### src/rtl/ram_bist_ctrl.sv
// ram_bist_ctrl: write/read-back BIST sequencer for a simple dual-port RAM (port A write, port B read).
// Define BIST_LFSR_PATTERN_EN to use an 8-bit Galois LFSR data pattern instead of the address-based one.
module ram_bist_ctrl #(
   parameter int ADDR_W = 5,
   parameter int DATA_W = 8,
   parameter int DEPTH  = 32,
   parameter int RD_LAT = 1
) (
   input  logic              sys_clk,
   input  logic              sys_rst_n,
   input  logic              start,
   output logic              ram_wr_en,
   output logic [ADDR_W-1:0] ram_wr_addr,
   output logic [DATA_W-1:0] ram_wr_data,
   output logic              ram_rd_en,
   output logic [ADDR_W-1:0] ram_rd_addr,
   input  logic [DATA_W-1:0] ram_rd_data,
   output logic              busy,
   output logic              done,
   output logic              pass,
   output logic [ADDR_W:0]   err_cnt,
   output logic [ADDR_W-1:0] first_err_addr
);
   typedef enum logic [2:0] {IDLE, WRITE, WAIT, READ, DRAIN, DONE} state_t;
   localparam logic [ADDR_W-1:0] LAST = ADDR_W'(DEPTH - 1);
   state_t              state_q;
   logic [ADDR_W-1:0]   cnt_q;
   logic                drn_q;
   logic [RD_LAT-1:0]   pv_q;
   logic [ADDR_W-1:0]   pa_q [RD_LAT];
   logic [DATA_W-1:0]   pe_q [RD_LAT];
   logic [DATA_W-1:0]   exp_in, wr_first, wr_next;
   logic                mis;
   logic [ADDR_W:0]     err_cnt_d;

   assign ram_wr_addr = cnt_q;
   assign ram_rd_addr = cnt_q;

`ifdef BIST_LFSR_PATTERN_EN
   if (DATA_W != 8) begin : g_bad_width
      $error("BIST_LFSR_PATTERN_EN requires DATA_W == 8");
   end
   localparam logic [DATA_W-1:0] SEED = DATA_W'(1);
   logic [DATA_W-1:0] rd_lfsr_q;
   function automatic logic [DATA_W-1:0] lfsr_step(input logic [DATA_W-1:0] s);
      return {s[DATA_W-2:0], 1'b0} ^ (s[DATA_W-1] ? DATA_W'(8'h71) : '0);
   endfunction
   assign wr_first = SEED;
   assign wr_next  = lfsr_step(ram_wr_data);
   assign exp_in   = rd_lfsr_q;
   // read-side LFSR tracks the read address: reseeded as READ starts, stepped with every read
   always_ff @(posedge sys_clk or negedge sys_rst_n) begin
      if (!sys_rst_n) rd_lfsr_q <= '0;
      else rd_lfsr_q <= state_q == WAIT ? SEED : state_q == READ ? lfsr_step(rd_lfsr_q) : rd_lfsr_q;
   end
`else
   function automatic logic [DATA_W-1:0] pat(input logic [ADDR_W-1:0] a);
      return DATA_W'(a) ^ {DATA_W{a[0]}};
   endfunction
   assign wr_first = pat('0);
   assign wr_next  = pat(cnt_q + ADDR_W'(1));
   assign exp_in   = pat(cnt_q);
`endif

   assign mis       = pv_q[RD_LAT-1] && (ram_rd_data != pe_q[RD_LAT-1]);
   assign err_cnt_d = err_cnt + {{ADDR_W{1'b0}}, mis & ~&err_cnt};

   // compare pipe: carries {valid, addr, expected} alongside the RAM read latency
   always_ff @(posedge sys_clk or negedge sys_rst_n) begin
      if (!sys_rst_n) begin
         pv_q <= '0;
         for (int i = 0; i < RD_LAT; i++) begin
            pa_q[i] <= '0;
            pe_q[i] <= '0;
         end
      end else begin
         for (int i = RD_LAT - 1; i > 0; i--) begin
            pv_q[i] <= pv_q[i-1];
            pa_q[i] <= pa_q[i-1];
            pe_q[i] <= pe_q[i-1];
         end
         pv_q[0] <= ram_rd_en;
         pa_q[0] <= cnt_q;
         pe_q[0] <= exp_in;
      end
   end

   // sequencer FSM with registered outputs and error bookkeeping
   always_ff @(posedge sys_clk or negedge sys_rst_n) begin
      if (!sys_rst_n) begin
         state_q        <= IDLE;
         cnt_q          <= '0;
         drn_q          <= 1'b0;
         ram_wr_en      <= 1'b0;
         ram_wr_data    <= '0;
         ram_rd_en      <= 1'b0;
         busy           <= 1'b0;
         done           <= 1'b0;
         pass           <= 1'b0;
         err_cnt        <= '0;
         first_err_addr <= '0;
      end else begin
         done    <= 1'b0;
         err_cnt <= err_cnt_d;
         if (mis && err_cnt == '0) first_err_addr <= pa_q[RD_LAT-1];
         case (state_q)
            IDLE: if (start) begin
               state_q        <= WRITE;
               cnt_q          <= '0;
               ram_wr_en      <= 1'b1;
               ram_wr_data    <= wr_first;
               busy           <= 1'b1;
               pass           <= 1'b0;
               err_cnt        <= '0;
               first_err_addr <= '0;
            end
            WRITE: if (cnt_q == LAST) begin
               state_q   <= WAIT;
               ram_wr_en <= 1'b0;
               cnt_q     <= '0;
            end else begin
               cnt_q       <= cnt_q + ADDR_W'(1);
               ram_wr_data <= wr_next;
            end
            WAIT: begin
               state_q   <= READ;
               ram_rd_en <= 1'b1;
               cnt_q     <= '0;
            end
            READ: if (cnt_q == LAST) begin
               state_q   <= DRAIN;
               ram_rd_en <= 1'b0;
               drn_q     <= 1'b0;
            end else cnt_q <= cnt_q + ADDR_W'(1);
            DRAIN: if (drn_q == 1'(RD_LAT - 1)) begin
               state_q <= DONE;
               done    <= 1'b1;
               pass    <= err_cnt_d == '0;
            end else drn_q <= 1'b1;
            DONE: begin
               state_q <= IDLE;
               busy    <= 1'b0;
            end
            default: state_q <= IDLE;
         endcase
      end
   end
endmodule

### config.mk
export PLATFORM = sky130hd
export DESIGN_NAME = ram_bist_ctrl
export DESIGN_NICKNAME = d
export VERILOG_FILES = /design/src/rtl/ram_bist_ctrl.sv
export SDC_FILE = /design/constraint.sdc
export NUM_CORES = 1
export LEC_CHECK = 0
export BUFFER_PORTS_ARGS = -buffer_cell sky130_fd_sc_hd__buf_2
export CORE_ASPECT_RATIO = 1.2
export CORE_MARGIN = 1
export CORE_UTILIZATION = 56
export DETAILED_ROUTE_END_ITERATION = 8
export PLACE_DENSITY = 0.83
export SETUP_SLACK_MARGIN = 0.02
export SLEW_MARGIN = 20
export SYNTH_ARGS = -nofsm -noshare
export SYNTH_HDL_FRONTEND = slang
export SYNTH_SLANG_ARGS = --single-unit
### constraint.sdc
create_clock -name sys_clk -period 3.86 [get_ports sys_clk]
set_input_delay 0.386 -clock sys_clk [delete_from_list [all_inputs] [get_ports sys_clk]]
set_output_delay 0.386 -clock sys_clk [all_outputs]
set_load 0.05 [all_outputs]
==> results of run 1 <==
[worst min-delay path by stage]
stage	from	endpoint	slack (ps)	depth (start not counted)
after detailed placement	ram_rd_en$_DFFE_PN0P_	pv_q$_DFF_PN0_	390	0
after global placement	ram_rd_en$_DFFE_PN0P_	pv_q$_DFF_PN0_	380	0
after global routing	sys_rst_n	err_cnt[4]$_DFF_PN0_	160	1
after CTS	sys_rst_n	err_cnt[4]$_DFF_PN0_	140	1
final	sys_rst_n	err_cnt[4]$_DFF_PN0_	110	1
after floorplan	sys_rst_n	busy$_DFFE_PN0P_	90	0
[stage by stage]
| step | instances | hold WS [ps] | util | setup slack [ps] | area, um^2 |
|---|---|---|---|---|---|
| finish | 238 | 114 | 0.679 | 962 | 2090 |
| global route | 238 | 160 | 0.679 | 775 | 2090 |
| CTS | 238 | 136 | 0.679 | 966 | 2090 |
| detailed placement | 230 | 392 | 0.647 | 868 | 1990 |
| global placement | 230 | 380 | 0.647 | 997 | 1990 |
| floorplan | 166 | 90.4 | - | 1160 | 1830 |
[power groups by stage]
| stage | logic [uW] | registers [uW] | clock network (uW) |
|---|---|---|---|
| 3_3_place_gp | 258 | 483 | 0 |
| 5_1_grt | 294 | 485 | 364 |
| 6_report | 269 | 478 | 339 |
| 2_1_floorplan | 82.5 | 598 | 0 |
| 4_1_cts | 270 | 479 | 347 |
| 3_5_place_dp | 268 | 487 | 0 |
[cell type report]
class	instances	area share
clock buffer	6	0.0197
clock inverter	2	0.0287
inverter	5	0.00896
multi-input combinational	107	0.352
sequential	39	0.466
tap	36	0.0215
timing repair buffer	43	0.103
[critical path, delay by kind of cell, from the launching register on]
kind | cells | cell delay, ps
AO/OA/AOI/OAI | 2 | 530
AND/OR/NAND/NOR | 5 | 1270
XOR/XNOR | 1 | 180
flip-flops | 1 | 420
adder cells (fa/ha/maj) | 2 | 440
[layout by cell type, fill, tap and decap left out, types with 3 or more instances in the layout]
cell type and n:
inv_1 5, xnor2_1 5, ha_1 4, nand2b_1 4, nand3_1 5, o21ai_0 7
xor2_1 12, buf_2 43, nor2_1 10, and3_1 3, mux2i_1 6, clkbuf_4 5
nand2_1 19, dfrtp_1 39, and2_1 3, a22o_1 6
[flip-flops by register name, indices dropped and copies added (netlist names)]
register	count
busy	1
done	1
err_cnt	6
first_err_addr	5
pa_q	5
pass	1
pe_q	4
pv_q	1
ram_rd_addr	5
ram_rd_en	1
ram_wr_data	5
ram_wr_en	1
state_q	3
[per-layer routing]
layer	vias to the layer above	GRT usage
met5	-	0
met4	0	0.122
met2	61	0.357
met3	15	0.0751
met1	654	0.287
li1	628	-
[cells by family after synthesis]
logic type / after synthesis / share of synthesized area
AOI/OAI and AO/OA: 22 / 0.0953
muxes: 8 / 0.0452
DFF: 39 / 0.535
xor gates and xnor gates: 17 / 0.0816
buffers and inverters: 20 / 0.0610
adders and majority gates: 4 / 0.0274
and+or+nand+nor: 55 / 0.153
other: 1 / 0.00205
==> impl_metrics.ini, run 1 <==
[status]
status = completed

[logic_synthesis]
synth_top_cell_by_area = dfrtp_1
synth_commonest_cells = dfrtp_1 (39), nand2_1 (19), xor2_1 (12)
synth_fp_nets = 181
synthFlopType = dfrtp_1
synth_area_leaders = dfrtp_1 (53%), xor2_1 (5.8%), nand2_1 (3.9%)
synth_area_mm2 = 0.00183
synth_edf_count = 0
synth_cell_types = 35
yosys_warnings = 0
syn_inst = 166
synth-seq-area-share = 0.535
syn_avg_cell_area_um2 = 11.0
synth-seq-cells = 39
synth_top_area_frac = 0.535
yosysMostFrequentCell = dfrtp_1
synthArstFlopShare = 1.00

[power]
comb_power_share = 0.248
power_density_mw_per_mm2 = 519
swShare = 0.340
seq_power_share = 0.440
p_switching_uw = 369
fin_total_pwr_uw = 1090
ir_drop_uv = 449
p_leak_uw = 0.00104
clkPwrFrac = 0.312
p_int_uw = 717

[layout]
drive_gt1_frac = 0.277
area_growth_pct = 14.7
fill_cells = 238
regArea_um2 = 976
multi_input_area_um2 = 738
diodes = 0
layout.nets = 216

[placed_design]
io_buffers = 43
place.gp.congestion = 0.777
dp_hpwl_mm = 2.45

[setup_path]
r2r_start = pa_q[0]$_DFF_PN0_
required_ps = 4160
critPathCaptureType = flop
reg2regPathDepth = 10
critPathMaxStageDelay_ps = 530
startpoint_type = flop
worstPathCellList = or4_4 > a2111oi_4 > nand2_1 > and3_1 > ha_1 > ha_1 > xnor2_1 > nor4b_1 > and3_1 > a32o_1
path_class = flop to flop
rr_endpoint = pass$_DFFE_PN0P_
critPathMaxFanout = 3
crit_end = pass$_DFFE_PN0P_
startpoint = pa_q[0]$_DFF_PN0_
cp_data_arrival_time_ps = 3200
regToRegSetupSlack_ps = 960
crit_slowest_cell = or4_4

[sta]
min_period_ps = 2900
rsz0062_at_grt = no
finalCritPeriodShare = 0.751
finalClockSkew_ps = 3.66
max-slew-margin-rel = 0.451
setup_tns_ps = 0
drv_slew = 0
hold_viol = 0
tightest_slew_ps = 823
setup_viol = 0
max_clock_freq_mhz = 345

[clock_tree]
cts_setup_buffers = 0
clock-root-buffer = clkbuf_4
clockBufferDepth = 2
cts_resized = 0
htree_num_levels = 2
worstSkewPairLatency_ps = 350
clock-sinks = 39
cts_tree = done
cts_buffers = 5
holdBufCountCts = 0
path_clk_slew_ps = 110

[floorplan]
die_area_mm2 = 0.00349
die_y_um = 64.5
start_util = 0.592
rows = 22
core_area_mm2 = 0.00308
die_x_um = 54.1
io_pins = 45

[detailed_routing]
antenna_left = 0
wl_met3_um = 221
initialDrtViolationCount = 36
wl_met1_mm = 1.44
wl_met2_mm = 1.67
drt-vias-per-instance = 5.71
wl_per_cell_um = 14.5
drt_wl_total_mm = 3.46
dr.pass1.iters = 4
drc_errors = 0
num_vias = 1358
top_layer_used = met4

[grt]
grt_pass1_wl_mm = 5.77
grt_start_max_net_pins = 40
grt_remaining_overflow = 0
grt_pass1_vias = 1285
grtUsageTotal = 0.233
antenna_found_initial = 0

[job]
drv_cap = 0

[worst_hold_path]
hp-class = primary input to asynchronous set/reset pin
Note: power is estimated with default switching activity, not from simulation.
==> inputs of run 2 (changes only) <==
--- a/config.mk
+++ b/config.mk
@@ -8,9 +8,9 @@
 export BUFFER_PORTS_ARGS = -buffer_cell sky130_fd_sc_hd__buf_2
 export CORE_ASPECT_RATIO = 1.2
 export CORE_MARGIN = 1
-export CORE_UTILIZATION = 56
+export CORE_UTILIZATION = 52
 export DETAILED_ROUTE_END_ITERATION = 8
-export PLACE_DENSITY = 0.83
+export PLACE_DENSITY = 0.78
 export SETUP_SLACK_MARGIN = 0.02
 export SLEW_MARGIN = 20
 export SYNTH_ARGS = -nofsm -noshare
==> constraint.sdc (replaced) <==
create_clock -name sys_clk -period 3 [get_ports sys_clk]
set_input_delay 0.3 -clock sys_clk [delete_from_list [all_inputs] [get_ports sys_clk]]
set_output_delay 0.3 -clock sys_clk [all_outputs]
set_load 0.05 [all_outputs]
==> run 2 against run 1 <==
Compared with the run above: final area up 2.2%; critical path depth unchanged; setup slack worse by 810 ps; critical path type unchanged; register-to-register slack worse by 810 ps; worst hold slack worse by 6.7 ps; critical endpoint unchanged; largest cell class unchanged.
==> impl_metrics.ini, run 2 (same netlist as run 1, synthesis figures left out) <==
[status]
status = completed

[sta]
max_clock_freq_mhz = 351
rsz0062_at_grt = no
setup_viol = 0
max-slew-margin-rel = 0.445
hold_viol = 0
worst_slack_ps = 151
drv_slew = 0
min_period_ps = 2850
finalClockSkew_ps = 6.75
finalCritPeriodShare = 0.950
tightest_slew_ps = 833
setup_tns_ps = 0

[layout]
area_growth_pct = 17.3
drive_gt1_frac = 0.287
regArea_um2 = 976
final_cell_mix = buf_2 (43), dfrtp_1 (39), nand2_1 (19)
diodes = 0
fill_cells = 264
final_cell_count_no_fill = 239
regMostFlops = err_cnt
largest_reg_flops = 6
mostFrequentLayoutCell = buf_2
multi_input_area_um2 = 752
layout.nets = 216

[detailed_routing]
dr.pass1.iters = 4
num_vias = 1312
drc_errors = 0
initialDrtViolationCount = 45
drt-vias-per-instance = 5.49
wl_per_cell_um = 14.5
antenna_left = 0
drt_wl_total_mm = 3.46

[placed_design]
place_ws_ps = 71.7
dp_hpwl_mm = 2.51
io_buffers = 43
place.gp.congestion = 0.831
dp_cells = 231

[clock_tree]
htree_num_levels = 2
worstSkewPairLatency_ps = 290
cts_buffers = 5
cts_setup_buffers = 0
clockBufferDepth = 2
clock-sinks = 39
path_clk_slew_ps = 70
clock-root-buffer = clkbuf_8
cts_tree = done

[floorplan]
core_area_mm2 = 0.00334
die_y_um = 66.9
io_pins = 45
die_area_mm2 = 0.00375
die_x_um = 56.1
start_util = 0.547
rows = 23

[setup_path]
startpoint = pa_q[0]$_DFF_PN0_
cp_data_arrival_time_ps = 3030
critPathMaxFanout = 3
rr_endpoint = pass$_DFFE_PN0P_
required_ps = 3180
r2r_start = pa_q[0]$_DFF_PN0_
startpoint_type = flop
regToRegSetupSlack_ps = 150
reg2regPathDepth = 10
critPathCaptureType = flop
path_class = flop to flop
crit_end = pass$_DFFE_PN0P_

[power]
seq_power_share = 0.416
p_leak_uw = 0.00106
comb_power_share = 0.241
swShare = 0.325
ir_drop_uv = 500
power_density_mw_per_mm2 = 694
clkPwrFrac = 0.343
p_switching_uw = 482
p_int_uw = 1000

[grt]
grt_start_max_net_pins = 40
grt_pass1_wl_mm = 5.57
grt_remaining_overflow = 0
grtUsageTotal = 0.198
grt_pass1_vias = 1246
antenna_found_initial = 0

[worst_hold_path]
hp-class = primary input to asynchronous set/reset pin

[job]
drv_cap = 0
run 2: changes by cell type in the layout (fill, tap and decap cells not counted):
cell	change
clkbuf_4	-5
clkbuf_8	+5
nor4b_1	-1
nor4b_2	+1
xnor2_1	-1
xnor2_2	+1
run 2: timing repair:
action / CTS / global route
hold buffers: 0 / 0
endpoints found under the setup margin: 0 / 1
gates resized for setup: 0 / 2
run 2: final cells by class:
class / instances / area share
clock inverters: 2 / 0.0281
multi-input cells: 107 / 0.351
well taps: 37 / 0.0216
repair buffers: 43 / 0.101
flip-flops and latches: 39 / 0.456
clock buffers: 6 / 0.0339
inverters: 5 / 0.00877
run 2: per-layer routing:
layer,GRT usage,wire [um]
met1,0.228,1480
met2,0.348,1770
met3,0.0583,168
met4,0.0732,34
met5,0,0
run 2: metrics by stage:
step	utilization	cell area (um^2)	power (uW)	hold slack [ps]
after global routing	0.641	2140	1550	164
after floorplan	-	1830	876	4.41
after CTS	0.637	2130	1490	123
after detailed placement	0.597	1990	973	383
final	0.641	2140	1490	108
after global placement	0.597	1990	954	387
run 2: how the worst min path moves through the flow:
stage / from / end
floorplan: sys_rst_n / busy$_DFFE_PN0P_
global placement: ram_rd_en$_DFFE_PN0P_ / pv_q$_DFF_PN0_
detailed placement: ram_rd_en$_DFFE_PN0P_ / pv_q$_DFF_PN0_
CTS: sys_rst_n / err_cnt[2]$_DFF_PN0_
global route: sys_rst_n / err_cnt[2]$_DFF_PN0_
finish: sys_rst_n / err_cnt[3]$_DFF_PN0_
run 2: worst max-delay path, cell delays in order, from the launching register on:
cell and delay [ps]:
dfrtp_1 400, or4_4 530, a2111oi_4 420, nand2_1 80, and3_1 170, ha_1 210, ha_1 230, xnor2_2 150
nor4b_2 160, and3_1 180, a32o_1 200
run 2: power by group through the flow:
stage | sequential, uW | combinational (uW) | clock (uW)
detailed placement | 625 | 347 | 0
global placement | 622 | 332 | 0
finish | 618 | 358 | 510
CTS | 615 | 349 | 526
global route | 621 | 381 | 547
floorplan | 770 | 106 | 0
